**src/rtl/npu_mem_reader_if.sv**
```systemverilog
// npu_mem_reader_if: command/status and beat stream between the read engine and its controller/consumer.
interface npu_mem_reader_if;
    logic        start;
    logic [1:0]  mode;
    logic [15:0] base_addr;
    logic [15:0] length;
    logic        busy;
    logic        done;
    logic [31:0] out_data;
    logic        out_valid;
    logic        out_ready;
    logic        out_last;
    modport master (
        output start, mode, base_addr, length, out_ready,
        input  busy, done, out_data, out_valid, out_last
    );
    modport slave (
        input  start, mode, base_addr, length, out_ready,
        output busy, done, out_data, out_valid, out_last
    );
endinterface

```
**src/rtl/npu_mem_reader.sv**
```systemverilog
// npu_mem_reader: burst reader over image/conv/dense RAMs (1-cycle read latency) feeding a valid/ready beat stream.
module npu_mem_reader #(
    parameter int FIFO_DEPTH = 2,
    parameter int IMG_AW     = 14,
    parameter int WGT_AW     = 16
) (
    input  logic              clk,
    input  logic              reset,
    npu_mem_reader_if.slave   bus,
    output logic [IMG_AW-1:0] img_addr,
    input  logic [7:0]        img_q0,
    input  logic [7:0]        img_q1,
    input  logic [7:0]        img_q2,
    input  logic [7:0]        img_q3,
    output logic [WGT_AW-1:0] conv_addr,
    input  logic [7:0]        conv_q,
    output logic [WGT_AW-1:0] dense_addr,
    input  logic [7:0]        dense_q
);
    localparam int PW = $clog2(FIFO_DEPTH);
    localparam int CW = PW + 1;
    localparam int OW = PW + 2;

    typedef enum logic [1:0] {IDLE, FETCH, DRAIN, FINISH} state_t;

    state_t          state, state_nx;
    logic [1:0]      mode_r;
    logic [15:0]     len_r;
    logic [15:0]     issued;
    logic [31:0]     fifo_data [FIFO_DEPTH];
    logic [FIFO_DEPTH-1:0] fifo_last;
    logic [PW-1:0]   wr_ptr, rd_ptr;
    logic [CW-1:0]   count;
    logic            inflight, inflight_last;
    logic            cmd_ok, load, issue, issue_last, pop;
    logic [31:0]     q_data;

    assign cmd_ok     = bus.length != 16'd0 && bus.mode != 2'b11;
    assign load       = state == IDLE && bus.start && cmd_ok;
    assign issue_last = issued == len_r - 16'd1;
    assign pop        = |count && bus.out_ready;
    // A slot freed by this cycle's pop is reusable: the new read lands two edges later.
    assign issue      = state == FETCH && issued < len_r &&
                        ({1'b0, count} + OW'(inflight)) < (OW'(FIFO_DEPTH) + OW'(pop));
    assign q_data     = mode_r == 2'b00 ? {img_q0, img_q1, img_q2, img_q3}
                                        : {24'h0, mode_r == 2'b01 ? conv_q : dense_q};

    assign bus.busy      = state == FETCH || state == DRAIN;
    assign bus.done      = state == FINISH;
    assign bus.out_valid = |count;
    assign bus.out_data  = fifo_data[rd_ptr];
    assign bus.out_last  = |count && fifo_last[rd_ptr];

    always_comb begin
        state_nx = state;
        case (state)
            IDLE:    state_nx = bus.start ? (cmd_ok ? FETCH : FINISH) : IDLE;
            FETCH:   state_nx = issue && issue_last ? DRAIN : FETCH;
            DRAIN:   state_nx = pop && fifo_last[rd_ptr] ? FINISH : DRAIN;
            default: state_nx = IDLE;
        endcase
    end

    always_ff @(posedge clk or negedge reset) begin
        if (!reset) begin
            state         <= IDLE;
            mode_r        <= 2'b00;
            len_r         <= 16'd0;
            issued        <= 16'd0;
            wr_ptr        <= '0;
            rd_ptr        <= '0;
            count         <= '0;
            inflight      <= 1'b0;
            inflight_last <= 1'b0;
            img_addr      <= '0;
            conv_addr     <= '0;
            dense_addr    <= '0;
            fifo_last     <= '0;
            for (int i = 0; i < FIFO_DEPTH; i++) fifo_data[i] <= '0;
        end else begin
            state         <= state_nx;
            inflight      <= issue;
            inflight_last <= issue && issue_last;
            if (load) begin
                mode_r     <= bus.mode;
                len_r      <= bus.length;
                issued     <= 16'd0;
                img_addr   <= bus.mode == 2'b00 ? IMG_AW'(bus.base_addr) : img_addr;
                conv_addr  <= bus.mode == 2'b01 ? WGT_AW'(bus.base_addr) : conv_addr;
                dense_addr <= bus.mode == 2'b10 ? WGT_AW'(bus.base_addr) : dense_addr;
            end
            if (issue) begin
                issued     <= issued + 16'd1;
                img_addr   <= mode_r == 2'b00 ? img_addr + IMG_AW'(1) : img_addr;
                conv_addr  <= mode_r == 2'b01 ? conv_addr + WGT_AW'(1) : conv_addr;
                dense_addr <= mode_r == 2'b10 ? dense_addr + WGT_AW'(1) : dense_addr;
            end
            if (inflight) begin
                fifo_data[wr_ptr] <= q_data;
                fifo_last[wr_ptr] <= inflight_last;
                wr_ptr            <= wr_ptr + PW'(1);
            end
            if (pop) rd_ptr <= rd_ptr + PW'(1);
            count <= count + CW'(inflight) - CW'(pop);
        end
    end
endmodule

```
**src/flat_wrapper.sv**
```systemverilog
// flat-port wrapper written by rule: the top's interface ports become plain ports
module npu_mem_reader_flat 
#(
    parameter int FIFO_DEPTH = 2,
    parameter int IMG_AW     = 14,
    parameter int WGT_AW     = 16
)
  (clk, reset, img_addr, img_q0, img_q1, img_q2, img_q3, conv_addr, conv_q, dense_addr, dense_q, bus_start, bus_mode, bus_base_addr, bus_length, bus_out_ready, bus_busy, bus_done, bus_out_data, bus_out_valid, bus_out_last);
  npu_mem_reader_if bus_i ();
  input  logic clk;
  input  logic reset;
  output logic [IMG_AW-1:0] img_addr;
  input  logic [7:0] img_q0;
  input  logic [7:0] img_q1;
  input  logic [7:0] img_q2;
  input  logic [7:0] img_q3;
  output logic [WGT_AW-1:0] conv_addr;
  input  logic [7:0] conv_q;
  output logic [WGT_AW-1:0] dense_addr;
  input  logic [7:0] dense_q;
  input wire logic [$bits(bus_i.start)-1:0] bus_start;
  input wire logic [$bits(bus_i.mode)-1:0] bus_mode;
  input wire logic [$bits(bus_i.base_addr)-1:0] bus_base_addr;
  input wire logic [$bits(bus_i.length)-1:0] bus_length;
  input wire logic [$bits(bus_i.out_ready)-1:0] bus_out_ready;
  output wire logic [$bits(bus_i.busy)-1:0] bus_busy;
  output wire logic [$bits(bus_i.done)-1:0] bus_done;
  output wire logic [$bits(bus_i.out_data)-1:0] bus_out_data;
  output wire logic [$bits(bus_i.out_valid)-1:0] bus_out_valid;
  output wire logic [$bits(bus_i.out_last)-1:0] bus_out_last;
  assign bus_i.start = bus_start;
  assign bus_i.mode = bus_mode;
  assign bus_i.base_addr = bus_base_addr;
  assign bus_i.length = bus_length;
  assign bus_i.out_ready = bus_out_ready;
  assign bus_busy = bus_i.busy;
  assign bus_done = bus_i.done;
  assign bus_out_data = bus_i.out_data;
  assign bus_out_valid = bus_i.out_valid;
  assign bus_out_last = bus_i.out_last;
  npu_mem_reader #(.FIFO_DEPTH(FIFO_DEPTH), .IMG_AW(IMG_AW), .WGT_AW(WGT_AW)) u_core (.clk(clk), .reset(reset), .bus(bus_i), .img_addr(img_addr), .img_q0(img_q0), .img_q1(img_q1), .img_q2(img_q2), .img_q3(img_q3), .conv_addr(conv_addr), .conv_q(conv_q), .dense_addr(dense_addr), .dense_q(dense_q));
endmodule
```
**config.mk**
```make
export PLATFORM = sky130hd
export DESIGN_NAME = npu_mem_reader_flat
export DESIGN_NICKNAME = d
export VERILOG_FILES = /design/src/rtl/npu_mem_reader_if.sv /design/src/rtl/npu_mem_reader.sv /design/src/flat_wrapper.sv
export SDC_FILE = /design/constraint.sdc
export NUM_CORES = 1
export LEC_CHECK = 0
export BUFFER_PORTS_ARGS = -buffer_cell sky130_fd_sc_hd__buf_4
export CORE_ASPECT_RATIO = 0.6
export CORE_MARGIN = 2
export CORE_UTILIZATION = 56
export CTS_CLUSTER_DIAMETER = 200
export CTS_CLUSTER_SIZE = 10
export DETAILED_ROUTE_END_ITERATION = 8
export PLACE_DENSITY = 0.81
export RECOVER_POWER = 100
export REMOVE_ABC_BUFFERS = 1
export SYNTH_ARGS = -nofsm -noshare
export SYNTH_HDL_FRONTEND = slang
export SYNTH_SLANG_ARGS = --single-unit
```
**constraint.sdc**
```tcl
create_clock -name clk -period 3.7 [get_ports clk]
set_clock_uncertainty 0.15 [all_clocks]
set_input_delay 0.185 -clock clk [delete_from_list [all_inputs] [get_ports clk]]
set_output_delay 0.185 -clock clk [all_outputs]
set_load 0.01 [all_outputs]
```
* Word-level counts from Yosys, hierarchy flattened *
Index checks and enable logic that the tools add are counted.

operators by class
  order comparisons = 8
  add/subtract/negate cells = 11
  multiplexer cells = 32
  div/mod/pow operators = 0
  reductions and logical operators = 24
  multipliers = 0
  shift-type cells = 0
  bitwise gates (word level) = 2
  equal/unequal tests = 12

operators by type and width
  cell                                                                          number
  16-bit two-way mux                                                            10
  32-bit two-way mux                                                            5
  64-bit bitwise mux                                                            1
  14-bit two-way mux                                                            4
  16-bit by 1-bit adder with 16-bit output, second input constant               3
  32-bit demux with 1-bit select                                                1
  16-bit == test                                                                1
  16-bit less-than comparator                                                   1
  16-bit nonzero test                                                           1
  16-bit by 1-bit subtractor with 16-bit output, second input constant          1
  14-bit by 1-bit adder with 14-bit output, second input constant               1
  1-bit logical AND                                                             11
  3-bit AND reduction                                                           3
  2-bit == test, second input constant                                          4
  8-bit two-way mux                                                             1
  2-bit != test, second input constant                                          4
  2-bit nonzero test                                                            4
  2-bit by 1-bit == test with 1-bit output, second input constant               3
  2-bit logical NOT                                                             3
  2-bit two-way mux                                                             3
  2-bit case mux with 3 select lines                                            1
  2-bit greater-or-equal comparator, second input constant                      2
  1-bit by 2-bit less-than comparator with 1-bit output, second input constant  2
  1-bit two-way mux                                                             4
  13 further kinds                                                              15

word-level totals
  logic and storage cells = 104
  register bits after elaboration = 154
  bits in latches = 0
  ROM bits = 0
  memories = 0
  memory bits (writable) = 0

* Logic depth before layout (Yosys ltp) *
Gate-level depths: netlist of the first run.

  depth in word-level cells = 8
  depth in mapped cells = 15

* Worst setup path before layout of the first run *
Ideal clock, no wire load.

  kind = register -> register
  from = register u_core.issued[13]
  to = register u_core.dense_addr[0]
  setup slack = 0.790 ns
  required time = 3.471 ns
  stages on the path, launching flop included = 13
  library setup time = 0.079 ns
  arrival time = 2.681 ns
  cells stage by stage = dfrtp_1 ha_1 a21o_1 a21oi_1 o22ai_1 or3b_1 buf_2 inv_1 buf_4 mux2i_1 buf_2 a21oi_1 mux2i_1

on the way
  word-level cells in the longest chain between the ends = 5
  elaborated cells on any way between the ends = 8

RTL lines
  element                                                               line                  source
  from (decl)                                                           npu_mem_reader.sv:29  logic [15:0] issued;
  from (signal assigned)                                                npu_mem_reader.sv:93  issued <= issued + 16'd1;
  16-bit less-than comparator (*)                                       npu_mem_reader.sv:43  assign issue = state == FETCH && issued < len_r &&
  1-bit logical AND (*) (2 in series)                                   npu_mem_reader.sv:43
  2-bit != test (no source line) or 2-bit nonzero test (tied branches)  n/a
  3-bit AND reduction (no source line)                                  n/a
  to (signal assigned)                                                  npu_mem_reader.sv:90  dense_addr <= bus.mode == 2'b10 ? WGT_AW'(bus.base_addr) : dense_addr;
  to (signal assigned)                                                  npu_mem_reader.sv:96  dense_addr <= mode_r == 2'b10 ? dense_addr + WGT_AW'(1) : dense_addr;
  to (decl)                                                             npu_mem_reader.sv:17  output logic [WGT_AW-1:0] dense_addr,

Mark *: on every way between the ends. The rest lies on a longest branch, timed or not.
A chain may end at the register's enable or synchronous reset.

* Final worst setup path of the first run *
  from = input bus_length[1]
  to = register u_core.issued[9]

on the way
  word-level cells in the longest chain between the ends = 4

RTL lines
  element                              line                  source
  from (decl)                          flat_wrapper.sv:24    input wire logic [$bits(bus_i.length)-1:0] bus_length;
  16-bit nonzero test                  npu_mem_reader.sv:38  assign cmd_ok = bus.length != 16'd0 && bus.mode != 2'b11;
  1-bit logical AND                    npu_mem_reader.sv:38
  1-bit logical AND                    npu_mem_reader.sv:39  assign load = state == IDLE && bus.start && cmd_ok;
  2-bit nonzero test (no source line)  n/a

No other way between the ends.

==> results.txt, run 1 <==
The total clock buffers created by CTS came out at 17. The initial utilization of the core area, before any placement, comes to 0.5668. The routed design has 23360 µm of wire.

The standard-cell row count is 35. The detailed-route DRC error count is 0. The sequential share of the synthesized area came out at 0.4487. The data arrival at the endpoint of the critical path is 3.59 ns.

In this run the deepest clock path goes through 2 buffers. The remaining number of nets flagged by the antenna check after routing came out at 0. The overall overflow remaining after global route is 0. The pin slew with the least headroom to its limit came out at approximately 2.2 ns.

Counting flops with a built-in enable in the synthesized netlist gives 0. TritonCTS built the clock tree. The CTS H-tree depth is 4. STA classifies the critical path endpoint as a register. The worst setup slack after placement came out at 0.4042 ns. The initial antenna violation count is 0. The cell sitting at the root of the clock tree is a clkbuf_16. The yosys synthesis warning count is 0. The count of port buffers added during placement is 167.

By startpoint and endpoint, the worst setup path is classified as input port to register. The run finished, with violations left. The floorplan step defined a die boundary enclosing 16380 µm². Setup repair after global routing left no endpoint under its margin. The violation count after the first detailed-routing iteration is 761.

The cell area after synthesis is about 8600 µm². The power density of the placed cells came out at 861.9 nW/µm². Of the cells placed in the final design, the portion with a size suffix greater than 1 is 0.1624. The final-layout worst hold slack is 0.02603 ns. The maximum achievable frequency came out at 293.1 MHz.

The share of flip-flops with an asynchronous set or reset came out at 1.000. The routed wire length per instance is approximately 17 µm. The total iterations of the first detailed-routing run came out at 5. The largest driver fanout on the critical path is 22. The floorplan core area is 15150 µm².

The post-synthesis area per instance is approximately 9.0 µm². The min-delay analysis places its worst path in the category input port to register. The via-per-instance ratio came out at around 5.8.

Across the run, the number of max-cap violations was 4. The post-synthesis cell count came out at ~950. The total global routing track utilization came out at 0.2949. The number of global-route vias before repair is 7736. In this run the count of I/O pins placed on the die edge is 168. The maximum number of pins on one net before global-route repair is 91. The library cells used most frequently in the layout, excluding fill and tap cells, are nand2_1, dfrtp_1, o21ai_0. Measured along the x axis, the die boundary spans 163.9 µm.

The final hold violation count is 0. The synthesis-to-finish area growth is 26.27%. The highest ir drop seen on vdd is around 0.43 mV. The number of synthesized register bits is 154.

For the worst setup path, the data required time is 3.88 ns. The leakage power came out at 0.004868 µW. Setup violations remaining at the end of the flow were counted as 0.

The leading register cell type out of synthesis is dfrtp_1. The count of inserted antenna diode cells is 0. At the end of routability-driven placement, the weighted congestion stood at 0.9289. The net count of the finished layout is 1278. In the post-route analysis, the smallest setup slack over all paths is 0.2886 ns. Yosys mapped the design onto 63 distinct sky130hd cell types. The final reports fail on max-capacitance violations, max-slew violations.

Headroom to the max-slew limit came out at -0.4941. The via count came out at 7943. Once the clock tree was built, the setup fixing pass inserted 0 buffers. The detailed placer's ending HPWL is 15980 µm. The clock-pin slew on the worst setup and hold paths is approximately 0.060 ns. The first global-routing pass estimated 38500 µm of wire. The clock latency on the worst-skew pair is 0.43 ns.

The share of the clock period used by the worst path after layout came out at 0.9220. STA classifies the critical path startpoint as an input port. The final-report max-slew violation count was about 240. The smallest clock period supported by the final layout is computed as 3.411 ns. The most common cell after layout, fill and taps aside is nand2_1. The design draws ~9300 µW. The height of the chip is 99.93 µm. The number of sinks on the clock net is 154.
[layer usage]
layer | vias to the layer above | track usage | wire length [µm]
met3 | 45 | 0.05455 | 1446
met2 | 272 | 0.4638 | 10750
met1 | 3819 | 0.4235 | 10700
met5 | - | 0 | 0
met4 | 0 | 0.08030 | 470
li1 | 3807 | - | -
[through the flow]
step	cell area [µm²]	TNS, ns	utilization	instances
2_1_floorplan	8352	-42.12	-	900
3_3_place_gp	10000	0	0.6600	1286
3_5_place_dp	10000	0	0.6600	1286
4_1_cts	11190	0	0.7386	1379
5_1_grt	10840	0	0.7157	1379
6_report	10840	0	0.7157	1379
[where the power goes]
group / internal, µW / switching [µW] / leakage [µW] / total, µW
Sequential: 2380 / 769 / 0.00191 / 3150
Clock: 957 / 775 / 0.000288 / 1730
Combinational: 1780 / 2690 / 0.00267 / 4470
Total: 5120 / 4230 / 0.00487 / 9350
[registers in the layout (all words and copies together), names as in the netlist, 14 cells and up]
register	count
u_core.conv_addr	16
u_core.dense_addr	16
u_core.fifo_data	64
u_core.img_addr	14
u_core.issued	16
u_core.len_r	16
[final timing paths]
| check | from | end | slack, ns | cells past startpoint |
|---|---|---|---|---|
| setup / recovery | bus_length[1] | u_core.issued[9] | 0.29 | 10 |
| hold / removal | bus_mode[1] | u_core.mode_r[0] | 0.03 | 4 |
| setup reg to reg | u_core.len_r[2] | u_core.img_addr[12] | 0.31 | 11 |
| hold reg to reg | u_core.fifo_data[54] | u_core.fifo_data[54] | 0.33 | 2 |
| max in group asynchronous | reset | u_core.fifo_data[19] | 0.69 | 3 |
| min in group asynchronous | reset | u_core.fifo_data[54] | 0.80 | 2 |
[cells by family (layout without fill, tap and decap cells)]
| family | Yosys count | count (layout) | share of synthesized area |
|---|---|---|---|
| adders and majority gates | 29 | 29 | 0.04225 |
| DFF | 154 | 154 | 0.4487 |
| buffers and inverters | 84 | 308 | 0.04152 |
| muxes | 69 | 69 | 0.08814 |
| AOI/OAI and AO/OA | 267 | 267 | 0.1805 |
| xor gates and xnor gates | 26 | 26 | 0.02652 |
| and+or+nand+nor | 323 | 323 | 0.1723 |
[what timing repair did]
item	in CTS	in global routing
hold endpoints to repair	187	0
hold buffers	61	0
resized for setup	0	0
[synthesized netlist by cell type, types with 6 or more instances]
| cell type | n | area (µm²) |
|---|---|---|
| ha_1 | 29 | 362.9 |
| xor2_1 | 13 | 113.9 |
| nand4_1 | 14 | 87.58 |
| clkbuf_1 | 32 | 120.1 |
| mux2i_1 | 16 | 160.2 |
| a31oi_1 | 13 | 81.33 |
| o22a_1 | 9 | 78.83 |
| o22ai_1 | 7 | 43.79 |
| and2_1 | 6 | 37.54 |
| and3_1 | 12 | 75.07 |
| nor3_1 | 12 | 60.06 |
| nor2_1 | 58 | 217.7 |
| nand2b_1 | 11 | 68.82 |
| nand3_1 | 25 | 125.1 |
| inv_1 | 32 | 120.1 |
| xnor2_1 | 13 | 113.9 |
| buf_1 | 6 | 22.52 |
| buf_2 | 9 | 45.04 |
| nand2_1 | 155 | 581.8 |
| a21oi_1 | 68 | 340.3 |
| o21ai_0 | 121 | 605.6 |
| mux2_2 | 53 | 596.8 |
| a21o_1 | 6 | 45.04 |
| nor4_1 | 9 | 56.30 |
| dfrtp_1 | 154 | 3854 |
[area by class of cell]
class	instances	area, µm²
repair buffers	244	1663
clock buffers	18	429.2
inverters	32	120.1
clock inverters	14	150.1
flip-flops and latches	154	3854
fillers	1209	4308
well taps	203	254.0
multi-input cells	714	4374
[worst max-delay path, stage by stage]
cell,delay [ns]
dlygate4sd3_1,0.54
clkbuf_4,0.14
nor4_1,0.34
and4_1,0.39
a21o_1,0.18
or2_0,0.13
clkbuf_1,0.93
and2_1,0.51
o21ai_0,0.16
o31ai_1,0.09
Power figures use the tool's default switching activity.
==> run 2: changes to the inputs <==
HOLD_SLACK_MARGIN = 0.05   (was not set)
==> run 2 against run 1 <==
Effect of this change:
- the flow still finishes with violations (max-capacitance violations, max-slew violations)
- hold slack better by 0.046 ns
- combinational power is essentially flat
- fmax is 0.82% lower
- setup slack worse by 0.028 ns
- sequential cell count unchanged
- final area up 0.44%
- sequential power barely moved
- final cell count rose by 0.36%
==> results.txt, run 2 (same netlist as run 1, synthesis figures left out) <==
The biggest cell delay along the critical path is 0.56 ns (-0.37 ns). The largest driver fanout on the critical path came out at 25 (+14%). The highest ir drop seen on vdd is 0.4088 mV (-4.8%). STA classifies the critical path endpoint as a register.

The flip-flop count of the largest register, all copies and words added came out at 64 (unchanged). The power density of the placed cells came out at 862.2 nW/µm² (about the same). The data required time at the worst endpoint is 3.86 ns (-0.02 ns). The post-route cell area is 10890 µm² (+0.44%).

The number of global-route vias before repair is 7931 (+2.5%). The detailed placer's ending HPWL came out at 15980 µm (unchanged). The clock period minus worst slack came out at 3.440 ns (+0.02837 ns). The detailed-route DRC error count came out at 0 (unchanged). The total clock buffers created by CTS is 17 (unchanged). The final-layout worst hold slack came out at 0.07205 ns (+0.04602 ns).

The final wirelength was 23700 µm (+1.5%). The remaining number of nets flagged by the antenna check after routing came to 0 (unchanged). The floorplan core area is 15150 µm² (unchanged). The max-capacitance violation count was 4 (unchanged). The signal on the critical path passes through inv_1 > ha_1 > o211ai_1 > a21oi_1 > o21ai_0 > or3b_4 > buf_4 > o41ai_1 > a31oi_1 > dlygate4sd3_1. The number of cells on the worst reg-to-reg path came out at 10 (-1). The via-per-instance ratio came out at 5.854 (+1.6%). The die footprint came out at 16380 µm² (unchanged).

The root buffer selected by CTS is clkbuf_16. The maximum number of pins on one net before global-route repair came out at 91 (unchanged). The worst path buffer plus inverter count is 3 (unchanged).

The post-layout total power came to 9391 µW (+0.48%). The synthesis-to-finish area growth is 26.82%. The pin slew with the least headroom to its limit is 2.253 ns (+0.01157 ns). The category of the worst setup path launch point is a register. The standard-cell row count was 35 (unchanged). The violation count after the first detailed-routing iteration is 740 (-2.8%). The final hold violation count came out at 0 (unchanged). The final reports fail on max-capacitance violations, max-slew violations. The total iterations of the first detailed-routing run came out at 5 (unchanged). The final RePlAce weighted congestion came out at 0.9289 (unchanged). The total global routing track utilization came out at 0.3007 (+0.005736). The number of sinks on the clock net is 154 (unchanged). The maximum count of clock buffers along a single path came to 2 (unchanged). The number of nets in the finished design is 1283 (+0.39%).

The total setup buffers inserted after CTS came to 0 (unchanged). The initial antenna violation count came to 0 (unchanged). The maximum achievable frequency is 290.7 MHz (-0.82%). In the layout the commonest cells are nand2_1, dfrtp_1, o21ai_0.

The fraction of final layout cells sized beyond drive strength 1 came out at 0.1592 (-0.003228). The share of the clock period used by the worst path after layout was 0.9297 (+0.007666). The post-layout worst setup margin came out at 0.2602 ns (-0.02837 ns). The via count is 8102 (+2.0%).

The library cell used most frequently in the layout, excluding fill and tap cells, is nand2_1. The initial core utilization was 0.5668 (unchanged). The leakage power is 0.004883 µW (+0.32%). Grouping stages by cell kind, the critical path spends the most delay in buffers and inverters. The count of port buffers added during placement is 167 (unchanged). The height of the chip came to 99.93 µm (unchanged).

The data arrival at the endpoint of the critical path came out at 3.60 ns (about the same). The critical path is of the register to register type. The CTS tree is yes. The cell depth of the worst min-delay path came to 4 (unchanged). The post-placement cell area came to 10000 µm² (unchanged). The clock latency on the worst-skew pair is 0.43 ns (about the same).

The count of fill cells added during filler insertion came to 1205 (-0.33%). The clock-pin slew on the worst setup and hold paths came out at 0.07 ns (about the same). The wire length of the first global-routing pass is 39240 µm (+1.9%). Setup repair after global routing left no endpoint under its margin. The critical path depth came out at 10 (unchanged). The worst setup slack after placement is 0.4042 ns (unchanged).

The count of inserted antenna diode cells is 0 (unchanged). The flow ran to the end, but the final reports show violations. The min-delay analysis places its worst path in the category input port to register. The routed wire length per instance is 17.13 µm (+1.1%). The I/O pin count is 168 (unchanged). The die outline width is 163.9 µm (unchanged). The number of setup violations in the final report is 0 (unchanged). More flip-flops sit in one register than any other, and that register is u_core.fifo_data.

The final-report max-slew violation count is 235 (unchanged). The worst-case headroom to the max-slew limit came out at -0.5018 (-0.007714). The CTS H-tree depth came out at 4 (unchanged). The largest individual stage delay along the critical path comes from the cell dlygate4sd3_1. The overall overflow remaining after global route came to 0 (unchanged).
## run 2: metal layers
| metal | GRT usage | share of wire |
|---|---|---|
| met2 | 0.4712 | 0.46 |
| met4 | 0.1032 | 0.028 |
| met5 | 0 | 0 |
| met3 | 0.05413 | 0.066 |
| met1 | 0.4256 | 0.45 |
## run 2: worst register-to-register path: cells and delay by family (launching register included)
kind                     cells  cell delay, ns
AO/OA/AOI/OAI                5            0.88
buffers and inverters        3            0.94
flip-flops                   1            0.53
adder cells (fa/ha/maj)      1            0.28
AND/OR/NAND/NOR              1            0.55
## run 2: metrics by stage
step	cells	util	TNS (ns)
after floorplan	900	-	-42.12
after global placement	1286	0.6600	0
after detailed placement	1286	0.6600	0
after CTS	1384	0.7419	0
after global routing	1384	0.7188	0
final	1384	0.7188	0
## run 2: path summary, 6_finish.rpt
kind | slack [ns] | to | from
min | 0.07 | u_core.conv_addr[6] | bus_base_addr[6]
max in group asynchronous | 0.68 | u_core.fifo_data[56] | reset
max reg2reg | 0.26 | u_core.state[0] | u_core.len_r[2]
max | 0.26 | u_core.state[0] | u_core.len_r[2]
min in group asynchronous | 0.79 | u_core.fifo_data[54] | reset
min reg2reg | 0.33 | u_core.fifo_data[15] | u_core.fifo_data[15]
## run 2: power by group
group          total [µW]  switching, µW  internal (µW)
clock network        1740            780            957
registers            3160            780           2380
logic                4490           2700           1790
total                9390           4260           5130
## run 2: area by class of cell
class                           count  area (µm²)  share of cell area
Clock buffer                       18       429.2             0.03940
Tap cell                          203       254.0             0.02332
Timing Repair Buffer              249        1704              0.1565
Sequential cell                   154        3854              0.3538
Clock inverter                     14       150.1             0.01379
Inverter                           32       120.1             0.01103
Multi-Input combinational cell    714        4380              0.4022
## run 2: timing repair
item | CTS | global route
endpoints found under the setup margin | 0 | 1
endpoints found under the hold margin | 196 | 0
hold buffers | 66 | 0
gates resized for setup | 0 | 1
